File: config.mk
export PLATFORM = sky130hd
export DESIGN_NAME = traffic_light_monitor_flat
export DESIGN_NICKNAME = d
export VERILOG_FILES = /design/src/rtl/traffic_light_monitor_if.sv /design/src/rtl/traffic_light_monitor.sv /design/src/flat_wrapper.sv
export SDC_FILE = /design/constraint.sdc
export NUM_CORES = 1
export LEC_CHECK = 0
export CAP_MARGIN = 20
export CORE_UTILIZATION = 47
export DETAILED_ROUTE_END_ITERATION = 8
export PLACE_DENSITY = 0.75
export SYNTH_ARGS = -nofsm -noshare
export SYNTH_HDL_FRONTEND = slang
export SYNTH_SLANG_ARGS = --single-unit
File: constraint.sdc
create_clock -name clk -period 2.6 [get_ports clk]
set_input_delay 0.65 -clock clk [delete_from_list [all_inputs] [get_ports clk]]
set_output_delay 0.65 -clock clk [all_outputs]
set_load 0.02 [all_outputs]
File: src/rtl/traffic_light_monitor_if.sv
// Signal bundle between the intersection controller side (master) and the
// light-sequence monitor (slave): light codes and sensor in, status out.
interface traffic_light_monitor_if #(
  parameter int DW_W  = 8,
  parameter int CNT_W = 16
);
  logic [1:0]       ns;
  logic [1:0]       ew;
  logic             x;
  logic [2:0]       phase;
  logic [DW_W-1:0]  dwell;
  logic             fault;
  logic [2:0]       fault_code;
  logic [CNT_W-1:0] cycle_count;

  modport master (
    output ns, ew, x,
    input  phase, dwell, fault, fault_code, cycle_count
  );

  modport slave (
    input  ns, ew, x,
    output phase, dwell, fault, fault_code, cycle_count
  );
endinterface

File: src/rtl/traffic_light_monitor.sv
// Receive-side checker for the NS/EW light-code sequence with sticky fault.
// Optional NS-stuck watchdog enabled by defining TLMON_STUCK_EN.
module traffic_light_monitor #(
  parameter int YEL_MIN = 3,
  parameter int YEL_MAX = 4,
  parameter int EWG_MIN = 8,
  parameter int NSG_MAX = 20,
  parameter int DW_W    = 8,
  parameter int CNT_W   = 16
) (
  input logic                    clk,
  input logic                    clear,
  traffic_light_monitor_if.slave bus
);

  typedef enum logic [2:0] {
    S_IDLE  = 3'd0,
    S_NS    = 3'd1,
    S_Y1    = 3'd2,
    S_EW    = 3'd3,
    S_Y2    = 3'd4,
    S_FAULT = 3'd7
  } state_e;

  localparam logic [1:0] RED = 2'd0;
  localparam logic [1:0] YEL = 2'd1;
  localparam logic [1:0] GRN = 2'd2;
  localparam logic [1:0] ILL = 2'd3;

  localparam logic [3:0] P_NS = {GRN, RED};
  localparam logic [3:0] P_YY = {YEL, YEL};
  localparam logic [3:0] P_EW = {RED, GRN};

  state_e           state_q, state_d, nom_state, adv_state;
  logic [DW_W-1:0]  dwell_q, dwell_d, nom_dwell, dwell_inc;
  logic             fault_q, fault_d;
  logic [2:0]       code_q, code_d, code_sel;
  logic [CNT_W-1:0] cc_q, cc_d, nom_cc;

  logic [3:0] pair, exp_cur, exp_nxt;
  logic       check_en, is_yel;
  logic       illegal, conflict, viol_seq, yel_short, yel_long, ew_short, stuck;

  assign pair      = {bus.ns, bus.ew};
  assign check_en  = (state_q != S_FAULT);
  assign is_yel    = (state_q == S_Y1) || (state_q == S_Y2);
  assign dwell_inc = (dwell_q == '1) ? dwell_q : dwell_q + 1'b1;

  assign illegal  = check_en && ((bus.ns == ILL) || (bus.ew == ILL));
  assign conflict = check_en &&
                    (((bus.ns == GRN) && ((bus.ew == GRN) || (bus.ew == YEL))) ||
                     ((bus.ew == GRN) && (bus.ns == YEL)));

  always_comb begin
    exp_cur   = '0;
    exp_nxt   = '0;
    adv_state = state_q;
    case (state_q)
      S_NS:    begin exp_cur = P_NS; exp_nxt = P_YY; adv_state = S_Y1; end
      S_Y1:    begin exp_cur = P_YY; exp_nxt = P_EW; adv_state = S_EW; end
      S_EW:    begin exp_cur = P_EW; exp_nxt = P_YY; adv_state = S_Y2; end
      S_Y2:    begin exp_cur = P_YY; exp_nxt = P_NS; adv_state = S_NS; end
      default: begin exp_cur = '0;   exp_nxt = '0;   adv_state = state_q; end
    endcase
  end

  // Nominal (fault-free) next values; violations override them below.
  always_comb begin
    nom_state = state_q;
    nom_dwell = dwell_q;
    nom_cc    = cc_q;
    viol_seq  = 1'b0;
    yel_short = 1'b0;
    yel_long  = 1'b0;
    ew_short  = 1'b0;
    if (state_q == S_IDLE) begin
      if (pair == P_NS) begin
        nom_state = S_NS;
        nom_dwell = DW_W'(1);
      end else begin
        nom_dwell = '0;
      end
    end else if (check_en) begin
      if (pair == exp_cur) begin
        nom_dwell = dwell_inc;
        yel_long  = is_yel && (dwell_q >= DW_W'(YEL_MAX));
      end else if (pair == exp_nxt) begin
        nom_state = adv_state;
        nom_dwell = DW_W'(1);
        yel_short = is_yel && (dwell_q < DW_W'(YEL_MIN));
        ew_short  = (state_q == S_EW) && (dwell_q < DW_W'(EWG_MIN));
        if (state_q == S_Y2) begin
          nom_cc = (cc_q == '1) ? cc_q : cc_q + 1'b1;
        end
      end else begin
        viol_seq = 1'b1;
      end
    end
  end

`ifdef TLMON_STUCK_EN
  localparam int SW = $clog2(NSG_MAX + 2);
  logic [SW-1:0] stk_q, stk_d;

  always_comb begin
    stk_d = '0;
    stuck = 1'b0;
    if (check_en && (nom_state == S_NS) && bus.x) begin
      stuck = (stk_q == SW'(NSG_MAX));
      stk_d = stk_q + 1'b1;
    end
  end

  always_ff @(posedge clk) begin
    if (clear) stk_q <= '0;
    else       stk_q <= stk_d;
  end
`else
  logic unused_x;
  assign unused_x = bus.x ^ NSG_MAX[0];
  assign stuck    = 1'b0;
`endif

  // Later assignments take precedence, so the lowest code wins.
  always_comb begin
    code_sel = 3'd0;
    if (stuck)     code_sel = 3'd7;
    if (ew_short)  code_sel = 3'd6;
    if (yel_long)  code_sel = 3'd5;
    if (yel_short) code_sel = 3'd4;
    if (viol_seq)  code_sel = 3'd3;
    if (conflict)  code_sel = 3'd2;
    if (illegal)   code_sel = 3'd1;
  end

  always_comb begin
    state_d = state_q;
    dwell_d = dwell_q;
    fault_d = fault_q;
    code_d  = code_q;
    cc_d    = cc_q;
    if (code_sel != 3'd0) begin
      state_d = S_FAULT;
      fault_d = 1'b1;
      code_d  = code_sel;
    end else if (check_en) begin
      state_d = nom_state;
      dwell_d = nom_dwell;
      cc_d    = nom_cc;
    end
  end

  always_ff @(posedge clk) begin
    if (clear) begin
      state_q <= S_IDLE;
      dwell_q <= '0;
      fault_q <= 1'b0;
      code_q  <= 3'd0;
      cc_q    <= '0;
    end else begin
      state_q <= state_d;
      dwell_q <= dwell_d;
      fault_q <= fault_d;
      code_q  <= code_d;
      cc_q    <= cc_d;
    end
  end

  assign bus.phase       = state_q;
  assign bus.dwell       = dwell_q;
  assign bus.fault       = fault_q;
  assign bus.fault_code  = code_q;
  assign bus.cycle_count = cc_q;

endmodule

File: src/flat_wrapper.sv
// flat-port wrapper written by rule: the top's interface ports become plain ports
module traffic_light_monitor_flat 
#(
  parameter int YEL_MIN = 3,
  parameter int YEL_MAX = 4,
  parameter int EWG_MIN = 8,
  parameter int NSG_MAX = 20,
  parameter int DW_W    = 8,
  parameter int CNT_W   = 16
)
  (clk, clear, bus_ns, bus_ew, bus_x, bus_phase, bus_dwell, bus_fault, bus_fault_code, bus_cycle_count);
  traffic_light_monitor_if #(.DW_W(DW_W), .CNT_W(CNT_W)) bus_i ();
  input logic clk;
  input logic clear;
  input wire logic [$bits(bus_i.ns)-1:0] bus_ns;
  input wire logic [$bits(bus_i.ew)-1:0] bus_ew;
  input wire logic [$bits(bus_i.x)-1:0] bus_x;
  output wire logic [$bits(bus_i.phase)-1:0] bus_phase;
  output wire logic [$bits(bus_i.dwell)-1:0] bus_dwell;
  output wire logic [$bits(bus_i.fault)-1:0] bus_fault;
  output wire logic [$bits(bus_i.fault_code)-1:0] bus_fault_code;
  output wire logic [$bits(bus_i.cycle_count)-1:0] bus_cycle_count;
  assign bus_i.ns = bus_ns;
  assign bus_i.ew = bus_ew;
  assign bus_i.x = bus_x;
  assign bus_phase = bus_i.phase;
  assign bus_dwell = bus_i.dwell;
  assign bus_fault = bus_i.fault;
  assign bus_fault_code = bus_i.fault_code;
  assign bus_cycle_count = bus_i.cycle_count;
  traffic_light_monitor #(.YEL_MIN(YEL_MIN), .YEL_MAX(YEL_MAX), .EWG_MIN(EWG_MIN), .NSG_MAX(NSG_MAX), .DW_W(DW_W), .CNT_W(CNT_W)) u_core (.clk(clk), .clear(clear), .bus(bus_i));
endmodule
* Word-level counts from Yosys, hierarchy flattened *
Index checks and enable logic that the tools add are counted.

word-level totals
  register bits after elaboration = 31
  input bits = 7
  output and inout bits = 31

operators by class
  add/subtract/negate cells = 2
  $lt $le $gt $ge = 3
  equal/unequal tests = 19
  multiplexer cells = 35
  bitwise gates (word level) = 4
  reduce and logical (&&, ||, !) cells = 22

operators by type and width
  operator                                                                       count
  3-bit 2-to-1 mux                                                               12
  8-bit 2-to-1 mux                                                               4
  4-bit case mux with 3 select lines                                             2
  16-bit by 1-bit adder with 16-bit output (second input constant)               1
  16-bit == test (second input constant)                                         1
  1-bit 2-to-1 mux                                                               16
  3-bit case mux with 4 select lines                                             1
  3-bit != test (second input constant)                                          3
  3-bit nonzero test                                                             3
  8-bit by 1-bit adder with 8-bit output (second input constant)                 1
  2-bit == test (second input constant)                                          4
  4-bit == test                                                                  2
  8-bit == test (second input constant)                                          1
  8-bit by 3-bit >= comparator with 1-bit output (second input constant)         1
  8-bit by 2-bit less-than comparator with 1-bit output (second input constant)  1
  8-bit by 4-bit less-than comparator with 1-bit output (second input constant)  1
  1-bit logical AND                                                              7
  7-bit AND reduction                                                            1
  3-bit by 2-bit == test with 1-bit output (second input constant)               2
  6-bit nonzero test                                                             1
  5-bit AND reduction                                                            1
  2-bit by 1-bit == test with 1-bit output (second input constant)               2
  4-bit == test (second input constant)                                          1
  1-bit logical OR                                                               4
  8 further kinds                                                                12

* Logic depth before layout (Yosys ltp) *
  depth in word-level cells = 17
  gate-level depth with buffers = 11
  depth with buffers taken out = 8

* Least setup slack after synthesis *
Ideal clock, no wire load.

  path type = input to register
  start point = input port bus_ns[0]
  end point = register u_core.cc_q[14], in the netlist u_core.bus.cycle_count[14]
  arrival time = 2.417 ns
  slack = 0.112 ns
  stages = 9
  cell sequence = buf_6 -> nor2_1 -> a311oi_1 -> a22o_1 -> a32oi_2 -> nand4_2 -> buf_2 -> or4_1 -> a21oi_1

on the way
  longest elaborated chain between the ends = 14

RTL lines
  item                                    line                          text
  start: declaration                      flat_wrapper.sv:15            input wire logic [$bits(bus_i.ns)-1:0] bus_ns;
  4-bit == test                           traffic_light_monitor.sv:87   end else if (pair == exp_nxt) begin
  1-bit 2-to-1 mux                        traffic_light_monitor.sv:87
  1-bit 2-to-1 mux                        traffic_light_monitor.sv:84   if (pair == exp_cur) begin
  1-bit 2-to-1 mux                        traffic_light_monitor.sv:83   end else if (check_en) begin
  1-bit 2-to-1 mux                        traffic_light_monitor.sv:76   if (state_q == S_IDLE) begin
  3-bit 2-to-1 mux                        traffic_light_monitor.sv:128  if (ew_short) code_sel = 3'd6;
  3-bit 2-to-1 mux                        traffic_light_monitor.sv:129  if (yel_long) code_sel = 3'd5;
  3-bit 2-to-1 mux                        traffic_light_monitor.sv:130  if (yel_short) code_sel = 3'd4;
  3-bit 2-to-1 mux                        traffic_light_monitor.sv:131  if (viol_seq) code_sel = 3'd3;
  3-bit 2-to-1 mux                        traffic_light_monitor.sv:132  if (conflict) code_sel = 3'd2;
  3-bit 2-to-1 mux                        traffic_light_monitor.sv:133  if (illegal) code_sel = 3'd1;
  3-bit nonzero test                      traffic_light_monitor.sv:142  if (code_sel != 3'd0) begin
  1-bit NOT (no source line)              -
  7-bit AND reduction (no source line) *  -
  end signal: assignment                  traffic_light_monitor.sv:159  cc_q <= '0;
  end signal: assignment                  traffic_light_monitor.sv:165  cc_q <= cc_d;
  end: declaration                        traffic_light_monitor.sv:38   logic [CNT_W-1:0] cc_q, cc_d, nom_cc;

Every way passes the cells marked *; elsewhere a longest branch is shown, timed or not.
A chain may end at the register's enable or synchronous reset.

* Final worst setup path *
  start point = register u_core.state_q[1], in the netlist u_core.bus.phase[1]
  end point = register u_core.cc_q[13], in the netlist u_core.bus.cycle_count[13]

on the way
  longest elaborated chain between the ends = 17

RTL lines
  item                                                                                                         line                                                      text
  start: declaration                                                                                           traffic_light_monitor.sv:34                               state_e state_q, state_d, nom_state, adv_state;
  start signal: assignment                                                                                     traffic_light_monitor.sv:161                              state_q <= state_d;
  3-bit by 1-bit == test with 1-bit output / 3-bit by 2-bit == test with 1-bit output (equally long branches)  traffic_light_monitor.sv:58, traffic_light_monitor.sv:91
  2-bit OR reduction (no source line)                                                                          -
  4-bit case mux with 3 select lines                                                                           traffic_light_monitor.sv:58                               case (state_q)
  4-bit == test                                                                                                traffic_light_monitor.sv:87
  1-bit 2-to-1 mux                                                                                             traffic_light_monitor.sv:87
  1-bit 2-to-1 mux                                                                                             traffic_light_monitor.sv:84
  1-bit 2-to-1 mux                                                                                             traffic_light_monitor.sv:83
  1-bit 2-to-1 mux                                                                                             traffic_light_monitor.sv:76
  3-bit 2-to-1 mux                                                                                             traffic_light_monitor.sv:128
  3-bit 2-to-1 mux                                                                                             traffic_light_monitor.sv:129
  3-bit 2-to-1 mux                                                                                             traffic_light_monitor.sv:130
  3-bit 2-to-1 mux                                                                                             traffic_light_monitor.sv:131
  3-bit 2-to-1 mux                                                                                             traffic_light_monitor.sv:132
  3-bit 2-to-1 mux                                                                                             traffic_light_monitor.sv:133
  3-bit nonzero test                                                                                           traffic_light_monitor.sv:142
  1-bit NOT (no source line)                                                                                   -
  7-bit AND reduction (no source line) *                                                                       -

Marked as above.

==> reports/metrics.csv <==
stage,metric,value,unit
status,outcome,finished clean,
logic_synthesis,ys_warn_count,0,
clock_tree,htreeDepth,2,
final_layout,drive_above_1_share,20.7,%
grt,grt_pass1_wl,8850,µm
worst_setup_path,critPathKind,reg -> reg,
route,first_pass_iters,5,
worst_setup_path,startpoint_type,flip-flop,
clock_tree,cts_sinks,31,
worst_setup_path,arrival,2.71,ns
sta,fin_crit,2.50,ns
sta,setup-tns-final,0,ns
place,gp_congestion,0.886,
floorplanning,die_area,0.00474,mm²
worst_hold_path,hold_path.class,reg -> reg,
logic_synthesis,synth_cell_type_count,55,
route,drc,0,
sta,relSlewSlack,65.0,%
floorplanning,die_w,68.9,µm
grt,antenna_found_initial,0,
route,drt_iter0_drc,210,
grt,grt_pass1_vias,2010,
place,port_buffers,36,
final_layout,nets,350,
logic_synthesis,synth_cells,272,
final_layout,num_antenna_cells,0,
floorplanning,die_y,68.9,µm
clock_tree,cts_tree,built,
worst_setup_path,endpoint_kind,flip-flop,
final_layout,final-seq-area,623,µm²
logic_synthesis,synth_edf_count,0,
floorplanning,initial_utilization,50.7,%
place,dp_hpwl,4050,µm
grt,grtUsageTotal,25.2,%
route,num_vias,2345,
clock_tree,cts_hold_buf,0,
run,cap_violations,0,
floorplanning,core.rowCount,23,
clock_tree,numCtsBuffers,5,
clock_tree,clk_pin_slew,0.07,ns
final_layout,final_core_util,69.3,%
sta,setup_viol,0,
clock_tree,root_buffer,clkbuf_8,
sta,fmax,400,MHz
floorplanning,io_pins,38,
route,antenna_left,0,
place,place_area,0.00267,mm²
logic_synthesis,ys_ff_latch,31,
power_and_ir_drop,p_leak,1.08,nW
logic_synthesis,async_flop_share,0,%
sta,drv_slew,0,
grt,grt_max_degree,17,
sta,fin_crit_sh,96.1,%
final_layout,syn_to_final_growth,36.7,%
route,wl,5910,µm
logic_synthesis,syn_nets,285,
sta,fin_skew,0.00300,ns
worst_setup_path,critPathRequiredTime,2.81,ns
power_and_ir_drop,power.density,429,mW/mm²
worst_setup_path,critPathMaxFanout,8,
sta,tightestPinTransition,0.524,ns
logic_synthesis,synth_area,0.00210,mm²
logic_synthesis,syn_area_per_cell,7.72,µm²
logic_synthesis,synthFlopType,dfxtp_1,
clock_tree,cts_max_path_buffers,2,
grt,overflow,0,
route,wire_per_inst,15.2,µm
logic_synthesis,ys_seq_area_share,29.5,%
route,vias_per_cell,6.04,
floorplanning,coreArea,0.00414,mm²
sta,hold_viol_final,0,
power_and_ir_drop,peakVddDrop,0.483,mV
final_layout,multi_input_area,0.00137,mm²
final_layout,fillCellCount,360,
final_layout,final_area,0.00287,mm²
clock_tree,clock_latency,0.29,ns
[worst paths after layout]
| path | from | end | slack (ns) | depth (start not counted) |
|---|---|---|---|---|
| setup / recovery | u_core.bus.phase[1] | u_core.bus.cycle_count[13] | 0.10 | 9 |
| hold / removal | u_core.bus.fault | u_core.bus.fault | 0.47 | 2 |
| setup reg to reg | u_core.bus.phase[1] | u_core.bus.cycle_count[13] | 0.10 | 9 |
| hold reg to reg | u_core.bus.fault | u_core.bus.fault | 0.47 | 2 |
[layout make-up]
| class | count | area share (%) |
|---|---|---|
| Sequential cell | 31 | 21.7 |
| Clock inverter | 1 | 0.261 |
| Timing Repair Buffer | 76 | 22.9 |
| Tap cell | 50 | 2.18 |
| Inverter | 14 | 1.83 |
| Multi-Input combinational cell | 209 | 47.8 |
| Clock buffer | 7 | 3.36 |
[sequential cells by signal, indices dropped and copies added (netlist names)]
name / count
u_core.bus.dwell: 8
u_core.bus.phase: 3
u_core.bus.fault: 1
u_core.bus.fault_code: 3
u_core.bus.cycle_count: 16
[cell usage after synthesis (3+ instances only)]
cell | count | area, µm²
nor2b_1 | 3 | 18.8
nand4_1 | 7 | 43.8
and3_1 | 6 | 37.5
a31oi_1 | 4 | 25.0
o21ai_1 | 14 | 70.1
nand2_1 | 14 | 52.6
dfxtp_1 | 31 | 621
or3_1 | 14 | 87.6
and4_1 | 3 | 26.3
nand3_1 | 12 | 60.1
o21ai_0 | 13 | 65.1
a311oi_1 | 3 | 26.3
and2_1 | 4 | 25.0
clkbuf_1 | 6 | 22.5
or4_1 | 6 | 45.0
a21oi_1 | 35 | 175
buf_2 | 4 | 20.0
buf_6 | 5 | 56.3
inv_1 | 14 | 52.6
nor2_1 | 22 | 82.6
ha_1 | 6 | 75.1
[power breakdown]
group / total [W] / internal [W] / switching, W
logic: 0.000282 / 0.000136 / 0.000146
clock network: 0.000440 / 0.000241 / 0.000199
registers: 0.000509 / 0.000488 / 0.0000217
[layer usage]
metal,global-route usage [%],vias up,part of all wire [%]
li1,-,1145,-
met1,32.4,1093,44
met2,40.0,87,47
met3,6.41,20,5.5
met4,9.95,0,2.7
met5,0,-,0
[through the flow]
stage	total power, W	worst slack (ns)	instances	hold WS (ns)
after CTS	0.00122	-0.00103	384	0.478
after global placement	0.000775	-0.625	375	0.436
after detailed placement	0.000779	-0.672	375	0.467
after global routing	0.00129	-0.00386	388	0.514
after floorplan	0.000675	0.112	272	0.522
final	0.00123	0.100	388	0.472
[critical path, stage by stage, from the launching register on]
cell and delay (ns):
dfxtp_1 0.48, buf_4 0.19, and2_1 0.12, a32oi_1 0.07, or3_4 0.39, a32oi_4 0.29, nand4_4 0.20, buf_4 0.20
or3_1 0.35, a21oi_1 0.14
[placed cells by master (no fill, tap or decap), types with 2 or more instances in the layout]
master / n
a21oi_1: 34
a311oi_1: 3
a31oi_1: 4
a41oi_1: 2
and2_1: 3
and3_1: 6
and3b_1: 2
and4_1: 3
buf_2: 2
buf_4: 34
buf_6: 5
clkbuf_2: 3
clkbuf_8: 7
clkdlybuf4s50_1: 32
dfxtp_1: 29
dfxtp_2: 2
ha_1: 6
inv_1: 14
nand2_1: 14
nand2b_1: 2
nand3_1: 12
nand3b_1: 2
nand4_1: 7
nand4_4: 2
nor2_1: 20
nor2_2: 2
nor2b_1: 3
nor3b_1: 2
o21ai_0: 12
o21ai_1: 15
o31ai_1: 2
or3_1: 14
or3_4: 2
or4_1: 6
xnor2_1: 2
[logic make-up (layout without fill, tap and decap cells)]
family                     after synthesis  in the layout  share of synthesized area (%)
and+or+nand+nor                        113            113                           32.1
AOI/OAI and AO/OA                       86             86                           25.0
buffers and inverters                   32             98                           8.10
DFF                                     31             31                           29.5
adders and majority gates                6              6                           3.57
xor gates and xnor gates                 3              3                           1.25
muxes                                    1              1                          0.476
[repair_timing]
action	4_1_cts	5_1_grt
gates resized for setup	13	19
endpoints found under the setup margin	29	23
setup buffers	1	3
gates cloned	0	1
hold endpoints to repair	0	0
pin swaps	5	8
(Power assumes the default switching activity.)
